[config.mk]
export PLATFORM = sky130hd
export DESIGN_NAME = turn_lever_decoder
export DESIGN_NICKNAME = d
export VERILOG_FILES = /design/src/rtl/turn_pkg.sv /design/src/rtl/turn_lever_decoder_sync_debounce.sv /design/src/rtl/turn_lever_decoder.sv
export SDC_FILE = /design/constraint.sdc
export NUM_CORES = 1
export LEC_CHECK = 0
export CAP_MARGIN = 20
export CORE_MARGIN = 2
export CORE_UTILIZATION = 50
export DETAILED_ROUTE_END_ITERATION = 16
export GPL_TIMING_DRIVEN = 0
export PLACE_DENSITY_LB_ADDON = 0.3
export SYNTH_ARGS = -nofsm -noshare
export SYNTH_HDL_FRONTEND = slang
export SYNTH_HIERARCHICAL = 1
export SYNTH_SLANG_ARGS = --single-unit
[constraint.sdc]
create_clock -name CLK -period 3.7 [get_ports CLK]
set_input_delay 0.74 -clock CLK [delete_from_list [all_inputs] [get_ports CLK]]
set_output_delay 0.74 -clock CLK [all_outputs]
set_load 0.02 [all_outputs]
[src/rtl/turn_pkg.sv]
// rtl/turn_pkg.sv - direction codes shared by the turn-signal decoder, sequencer and benches
package turn_pkg;

    localparam logic [1:0] DIR_STRAIGHT = 2'b00;
    localparam logic [1:0] DIR_RIGHT    = 2'b01;
    localparam logic [1:0] DIR_LEFT     = 2'b10;
    localparam logic [1:0] DIR_HAZARD   = 2'b11;

    // Both levers closed at once is a contact fault and reads as neutral.
    function automatic logic [1:0] lever_code(input logic left, input logic right);
        if (left && !right)
            return DIR_LEFT;
        else if (right && !left)
            return DIR_RIGHT;
        else
            return DIR_STRAIGHT;
    endfunction

endpackage

[src/rtl/turn_lever_decoder_sync_debounce.sv]
// rtl/turn_lever_decoder_sync_debounce.sv - 2-flop synchroniser plus stable-count debounce for one raw contact
module sync_debounce #(
    parameter int DB_CYCLES = 4
) (
    input  logic CLK,
    input  logic RST,
    input  logic raw_i,
    output logic level_o
);

    localparam int CW = $clog2(DB_CYCLES + 1);
    localparam logic [CW-1:0] DB_LAST = CW'(DB_CYCLES - 1);

    logic          s1_q, s2_q;
    logic          level_q, level_d;
    logic [CW-1:0] cnt_q, cnt_d;

    // Level flips on the edge the count would reach DB_CYCLES, so the counter never holds that value.
    always_comb begin
        level_d = level_q;
        cnt_d   = '0;
        if (s2_q != level_q) begin
            if (cnt_q == DB_LAST)
                level_d = ~level_q;
            else
                cnt_d = cnt_q + 1'b1;
        end
    end

    always_ff @(posedge CLK or negedge RST) begin
        if (!RST) begin
            s1_q    <= 1'b0;
            s2_q    <= 1'b0;
            level_q <= 1'b0;
            cnt_q   <= '0;
        end else begin
            s1_q    <= raw_i;
            s2_q    <= s1_q;
            level_q <= level_d;
            cnt_q   <= cnt_d;
        end
    end

    assign level_o = level_q;

endmodule

[src/rtl/turn_lever_decoder.sv]
// rtl/turn_lever_decoder.sv - lever/hazard input stage producing the clean direction code for the sequencer
module turn_lever_decoder
    import turn_pkg::*;
#(
    parameter int DB_CYCLES  = 4,
    parameter int TMO_CYCLES = 64,
    parameter bit TMO_EN     = 1'b1
) (
    input  logic       CLK,
    input  logic       RST,
    input  logic       LEFT_SW,
    input  logic       RIGHT_SW,
    input  logic       HAZ_BTN,
    output logic [1:0] D,
    output logic       HAZ_ON,
    output logic       CANCELLED
);

    localparam int TW = $clog2(TMO_CYCLES + 1);
    localparam logic [TW-1:0] TMO_MAX = TW'(TMO_CYCLES);

    logic          left_lvl, right_lvl, haz_lvl;
    logic          haz_prev_q, haz_on_q, haz_on_d;
    logic          cancel_q, cancel_d;
    logic [TW-1:0] tmo_q, tmo_d;
    logic [1:0]    d_q, d_d, lever;
    logic          neutral;

    sync_debounce #(.DB_CYCLES(DB_CYCLES)) u_left (
        .CLK(CLK), .RST(RST), .raw_i(LEFT_SW), .level_o(left_lvl)
    );
    sync_debounce #(.DB_CYCLES(DB_CYCLES)) u_right (
        .CLK(CLK), .RST(RST), .raw_i(RIGHT_SW), .level_o(right_lvl)
    );
    sync_debounce #(.DB_CYCLES(DB_CYCLES)) u_haz (
        .CLK(CLK), .RST(RST), .raw_i(HAZ_BTN), .level_o(haz_lvl)
    );

    // Next-state hazard and cancel values feed the decode so D, HAZ_ON and CANCELLED move on the same edge.
    always_comb begin
        haz_on_d = haz_on_q ^ (haz_lvl & ~haz_prev_q);
        lever    = lever_code(left_lvl, right_lvl);
        neutral  = ~left_lvl & ~right_lvl;
        tmo_d    = '0;
        cancel_d = 1'b0;
        if (TMO_EN) begin
            if (!haz_on_d && lever != DIR_STRAIGHT && d_q == lever)
                tmo_d = (tmo_q == TMO_MAX) ? tmo_q : tmo_q + 1'b1;
            cancel_d = cancel_q ? ~neutral : (tmo_d == TMO_MAX);
        end
        if (haz_on_d)
            d_d = DIR_HAZARD;
        else if (cancel_d)
            d_d = DIR_STRAIGHT;
        else
            d_d = lever;
    end

    always_ff @(posedge CLK or negedge RST) begin
        if (!RST) begin
            haz_prev_q <= 1'b0;
            haz_on_q   <= 1'b0;
            cancel_q   <= 1'b0;
            tmo_q      <= '0;
            d_q        <= DIR_STRAIGHT;
        end else begin
            haz_prev_q <= haz_lvl;
            haz_on_q   <= haz_on_d;
            cancel_q   <= cancel_d;
            tmo_q      <= tmo_d;
            d_q        <= d_d;
        end
    end

    assign D         = d_q;
    assign HAZ_ON    = haz_on_q;
    assign CANCELLED = cancel_q;

endmodule

# Word-level counts from Yosys, hierarchy flattened
# Cells that the tools add are included.
totals:
  register_bits: 30
  in_bits: 5
  out_inout_bits: 4
  wordCells: 62
classes:
  n_addsub: 4
  eq_ne: 9
  n_mux: 13
  bitwise: 8
  n_reduce_logical: 11
op_table:
  columns: ["op", "n"]
  rows:
  - ["2-to-1 mux 3 bit", 6]
  - ["== test 7 bit, second input constant", 2]
  - ["2-to-1 mux 7 bit", 2]
  - ["adder 3 x 1 -> 3 bit, second input constant", 3]
  - ["== test 3 x 2 -> 1 bit, second input constant", 3]
  - ["adder 7 x 1 -> 7 bit, second input constant", 1]
  - ["2-to-1 mux 2 bit", 3]
  - ["AND reduction 2 bit", 3]
  - ["inverter 1 bit", 5]
  - ["logical AND 1 bit", 4]
  - ["zero test 1 bit", 3]
  - ["inequality test 1 bit", 3]
  - ["AND 1 bit", 2]
  - ["== test 2 bit", 1]
  - ["2-to-1 mux 1 bit", 2]
  - ["nonzero test 2 bit", 1]
  - ["XOR 1 bit", 1]

# Longest topological paths before layout
logic_depth:
  depth_word: 12
  ltp_mapped: 7
  ltp_nobuf: 7

# By module
# The synthesis kept the hierarchy.
by_module_without_submodules:
  columns: ["mod", "n_inst", "cells_per_inst", "area_per_inst_um2", "seq_area_each_um2"]
  rows:
  - ["turn_lever_decoder", 1, 67, 656.9, 300.3]
  - ["sync_debounce", 3, 13, 216.5, 150.1]

# Worst setup path after synthesis
# Ideal clock, no wire load.
synth_timing:
  kind: "reg2reg"
  start: "reg tmo_q[5]"
  end: "reg d_q[0], in the netlist D[0]"
  setup_time_ns: 0.130
  t_arrival_ns: 1.431
  required_time_ns: 3.570
  setup_slack_ns: 2.139
  stages_incl_launch_ff: 6
  n_path_buf: 0
  period_less_slack_ns: 1.561
  cell_sequence: "dfrtp_1 -> or3_4 -> nor3_4 -> xnor2_1 -> o2111a_2 -> o21ai_1"
synth_via:
  elab_chain_len: 7
  word_cells_on_any_way: 8
  classes_between: "add/sub (1); eq/ne (2); mux (5)"
synth_rtl:
  columns: ["element", "line_no", "text"]
  rows:
  - ["start, declared", "turn_lever_decoder.sv:25", "logic [TW-1:0] tmo_q, tmo_d;"]
  - ["start signal, assigned", "turn_lever_decoder.sv:70", "tmo_q <= tmo_d;"]
  - ["adder 7 x 1 -> 7 bit or == test 7 bit (tied branches)", "turn_lever_decoder.sv:48", "tmo_d = (tmo_q == TMO_MAX) ? tmo_q : tmo_q + 1'b1;"]
  - ["2-to-1 mux 7 bit (*)", "turn_lever_decoder.sv:48", null]
  - ["2-to-1 mux 7 bit (*)", "turn_lever_decoder.sv:47", "if (!haz_on_d && lever != DIR_STRAIGHT && d_q == lever)"]
  - ["== test 7 bit (*)", "turn_lever_decoder.sv:49", "cancel_d = cancel_q ? ~neutral : (tmo_d == TMO_MAX);"]
  - ["2-to-1 mux 1 bit (*)", "turn_lever_decoder.sv:49", null]
  - ["2-to-1 mux 2 bit (*)", "turn_lever_decoder.sv:53", "else if (cancel_d)"]
  - ["2-to-1 mux 2 bit (*)", "turn_lever_decoder.sv:51", "if (haz_on_d)"]
  - ["named net d_d[0]", "turn_lever_decoder.sv:26", "logic [1:0] d_q, d_d, lever;"]
  - ["end signal, assigned", "turn_lever_decoder.sv:65", "d_q <= DIR_STRAIGHT;"]
  - ["end signal, assigned", "turn_lever_decoder.sv:71", "d_q <= d_d;"]
  - ["end, declared", "turn_lever_decoder.sv:26", null]
# Mark *: on every way through the listed nets, which the timed path passes. The rest lies on a longest branch.
# A chain may end at the register's enable or synchronous reset.

# Worst setup path after layout
layout_timing:
  start: "reg cancel_q, in the netlist CANCELLED"
  end: "out CANCELLED"
layout_lines:
  columns: ["element", "line_no", "text"]
  rows:
  - ["start, declared", "turn_lever_decoder.sv:24", "logic cancel_q, cancel_d;"]
  - ["start signal, assigned", "turn_lever_decoder.sv:69", "cancel_q <= cancel_d;"]
  - ["end, declared", "turn_lever_decoder.sv:16", "output logic CANCELLED"]
# No word-level cell between the ends.

==> reports/qor.csv <==
stage,metric,value,unit
clocking,cts_hold_buffers,0,
floorplanning,die_y,55.1,um
timing,finalSetupViolCount,0,
yosys,yosysTopAreaCellShare,0.575,
floorplanning,io-pin-count,9,
floorplanning,coreArea,2480,sq um
critical_path,max_stage_delay,630,ps
route,drt-wirelength-per-cell,11.8,um
worst_hold_path,hold_class,reg2reg,
yosys,synth.most_common_cell,dfrtp_1,
route,vias,780,
timing,finalSetupTns,0,ps
timing,worst_slew_margin_rel,0.508,
clocking,cts_buffers,5,
yosys,ys.flop_type,dfrtp_1,
yosys,syn_area_per_cell,12.3,sq um
global_route,grt_max_degree,17,
critical_path,r2r-start,u_left/level_o,
route,wl,1810,um
clocking,cts_tree,built,
global_route,grt_pass1_vias,741,
final_layout,final_nets,135,
yosys,synthCells,106,
yosys,ys_ff_latch,30,
clocking,cts_sinks,30,
route,first_pass_iters,4,
yosys,syn_area,1310,sq um
final_layout,fin_cells,153,
clocking,clkLatencyLatePin,320,ps
power_and_ir_drop,power.density,653,nW/um^2
placement,place_congestion,0.754,
clocking,clockRootBuffer,clkbuf_4,
yosys,ys_seq_area_frac,0.575,
floorplanning,initial_core_util,0.527,
placement,portBuffers,8,
critical_path,ff2ff_setup_slack,2000,ps
floorplanning,fp.dieArea,3040,sq um
placement,hpwl,1400,um
yosys,synth_cell_types,25,
timing,max_freq,477,MHz
yosys,synth.net_count,119,
yosys,synth_edf_count,0,
route,drc_errors,0,
critical_path,endpoint,CANCELLED,
critical_path,startpoint_type,register,
critical_path,crit_slowest_cell,clkdlybuf4s50_1,
critical_path,cp_max_fo,4,
final_layout,area_delta_synth_final,17.1,%
global_route,grt_pass1_wl,3180,um
critical_path,cp.depth,1,
critical_path,critical_path_buf_inv_count,1,
yosys,async_reset_ff_frac,1.00,
run_status,status,"complete, no violations",
critical_path,worstRegToRegCells,7,
critical_path,cp.required,2960,ps
timing,finalCriticalPeriod,2090,ps
timing,fin_skew,5.79,ps
route,vias_per_cell,5.10,
floorplanning,fp.dieW,55.1,um
route,drt_iter0_markers,15,
final_layout,post-route-util,0.618,
critical_path,cp_top_family,buffers and inverters,
global_route,track_usage,0.157,
yosys,synthTopCellsByArea,"dfrtp_1 57%, ha_1 7.7%, xnor2_1 5.4%",
clocking,cts_resized,0,
clocking,path_clk_slew,80,ps
final_layout,fillers,196,
yosys,synthTopCellsByCount,"30 x dfrtp_1, 9 x nand2_1, 8 x ha_1, 8 x nor2_1, 8 x xnor2_1",
timing,rsz0062_at_grt,no,
floorplanning,fp-row-count,18,
timing,slew_viol_final,0,
critical_path,cp.arrival,1350,ps
critical_path,worstSetupStartpoint,CANCELLED,
critical_path,worst_r2r_endpoint,D[0],
timing,worstMarginPinSlew,736,ps
route,drtAntennaViolNets,0,
timing,fin_crit_sh,0.566,
clocking,post_cts_buffers,0,
final_layout,diodes,0,
yosys,yosys_warnings,6,
global_route,overflow,0,
timing,final_hold_viol_count,0,
critical_path,crit_chain,clkdlybuf4s50_1,
final_layout,layout-drive-gt1-share,0.154,
power_and_ir_drop,total_leakage_power,0.689,nW
power_and_ir_drop,ir_drop,479,uV
placement,place_inst,145,
yosys,synth_top_area_cell,dfrtp_1,
critical_path,end_kind,output port,
clocking,clockBufferDepth,2,
critical_path,worstSetupPathType,reg2out,
run,drv_cap,0,
global_route,antenna_found_initial,0,
clocking,htreeDepth,2,
worst_hold_path,hold_depth,0,
layer usage:
metal / global-route usage / part of all wire
met1: 0.198 / 0.43
met2: 0.228 / 0.49
met3: 0.0753 / 0.053
met4: 0.0732 / 0.023
met5: 0 / 0
cells in the final DEF (no fill, tap or decap), types with 4 or more instances in the layout:
master	n
xor2_1	4
clkbuf_4	5
nor3b_1	6
dfrtp_1	30
nor3_1	4
inv_1	7
nand2_1	9
clkdlybuf4s50_1	8
nor2_1	8
ha_1	8
xnor2_1	8
where the power goes:
part / internal, mW / switching (mW) / leakage (nW) / total, mW
clock: 0.130 / 0.104 / 0.0446 / 0.234
sequential: 0.402 / 0.0481 / 0.383 / 0.450
combinational: 0.153 / 0.163 / 0.262 / 0.316
cell type report:
type                       instances  area [sq um]  share of cell area
inverter                           7          26.3              0.0172
sequential                        30           751               0.491
timing repair buffer               9           108              0.0703
multi-input combinational         69           529               0.346
tap                               30          37.5              0.0245
clock buffer                       8          78.8              0.0515
state kept, by name, summed over array words and instances (netlist names):
register	cells
D	2
CANCELLED	1
u_right/level_o	1
u_right/s1_q	1
u_left/cnt_q	3
u_haz/cnt_q	3
tmo_q	7
u_haz/level_o	1
u_haz/s1_q	1
u_right/cnt_q	3
u_left/level_o	1
haz_prev_q	1
u_right/s2_q	1
u_haz/s2_q	1
HAZ_ON	1
u_left/s2_q	1
u_left/s1_q	1
cells by family (layout without fill, tap and decap cells):
logic type,Yosys count,count (layout),synth area share
mux,3,3,0.0259
fa+ha+maj,8,8,0.0766
buf+inv,7,24,0.0201
simple gates,39,39,0.183
compound gates,7,7,0.0393
xor+xnor,12,12,0.0805
flops,30,30,0.575
worst min-delay path by stage:
stage | start | end
floorplan | u_haz/s1_q | u_haz/s2_q
global placement | u_haz/s1_q | u_haz/s2_q
detailed placement | u_left/s1_q | u_left/s2_q
CTS | u_right/s1_q | u_right/s2_q
global route | u_haz/s1_q | u_haz/s2_q
finish | u_right/s1_q | u_right/s2_q
stage by stage:
step	setup slack, ps	power, mW	hold slack, ps	cell area (sq um)
2_1_floorplan	2140	0.679	331	1310
3_3_place_gp	1430	0.765	335	1420
3_5_place_dp	1930	0.778	335	1450
4_1_cts	1580	1.02	363	1530
5_1_grt	1550	1.08	374	1530
6_report	1610	1.00	357	1530
No activity file was read; power rests on OpenSTA's default activity.
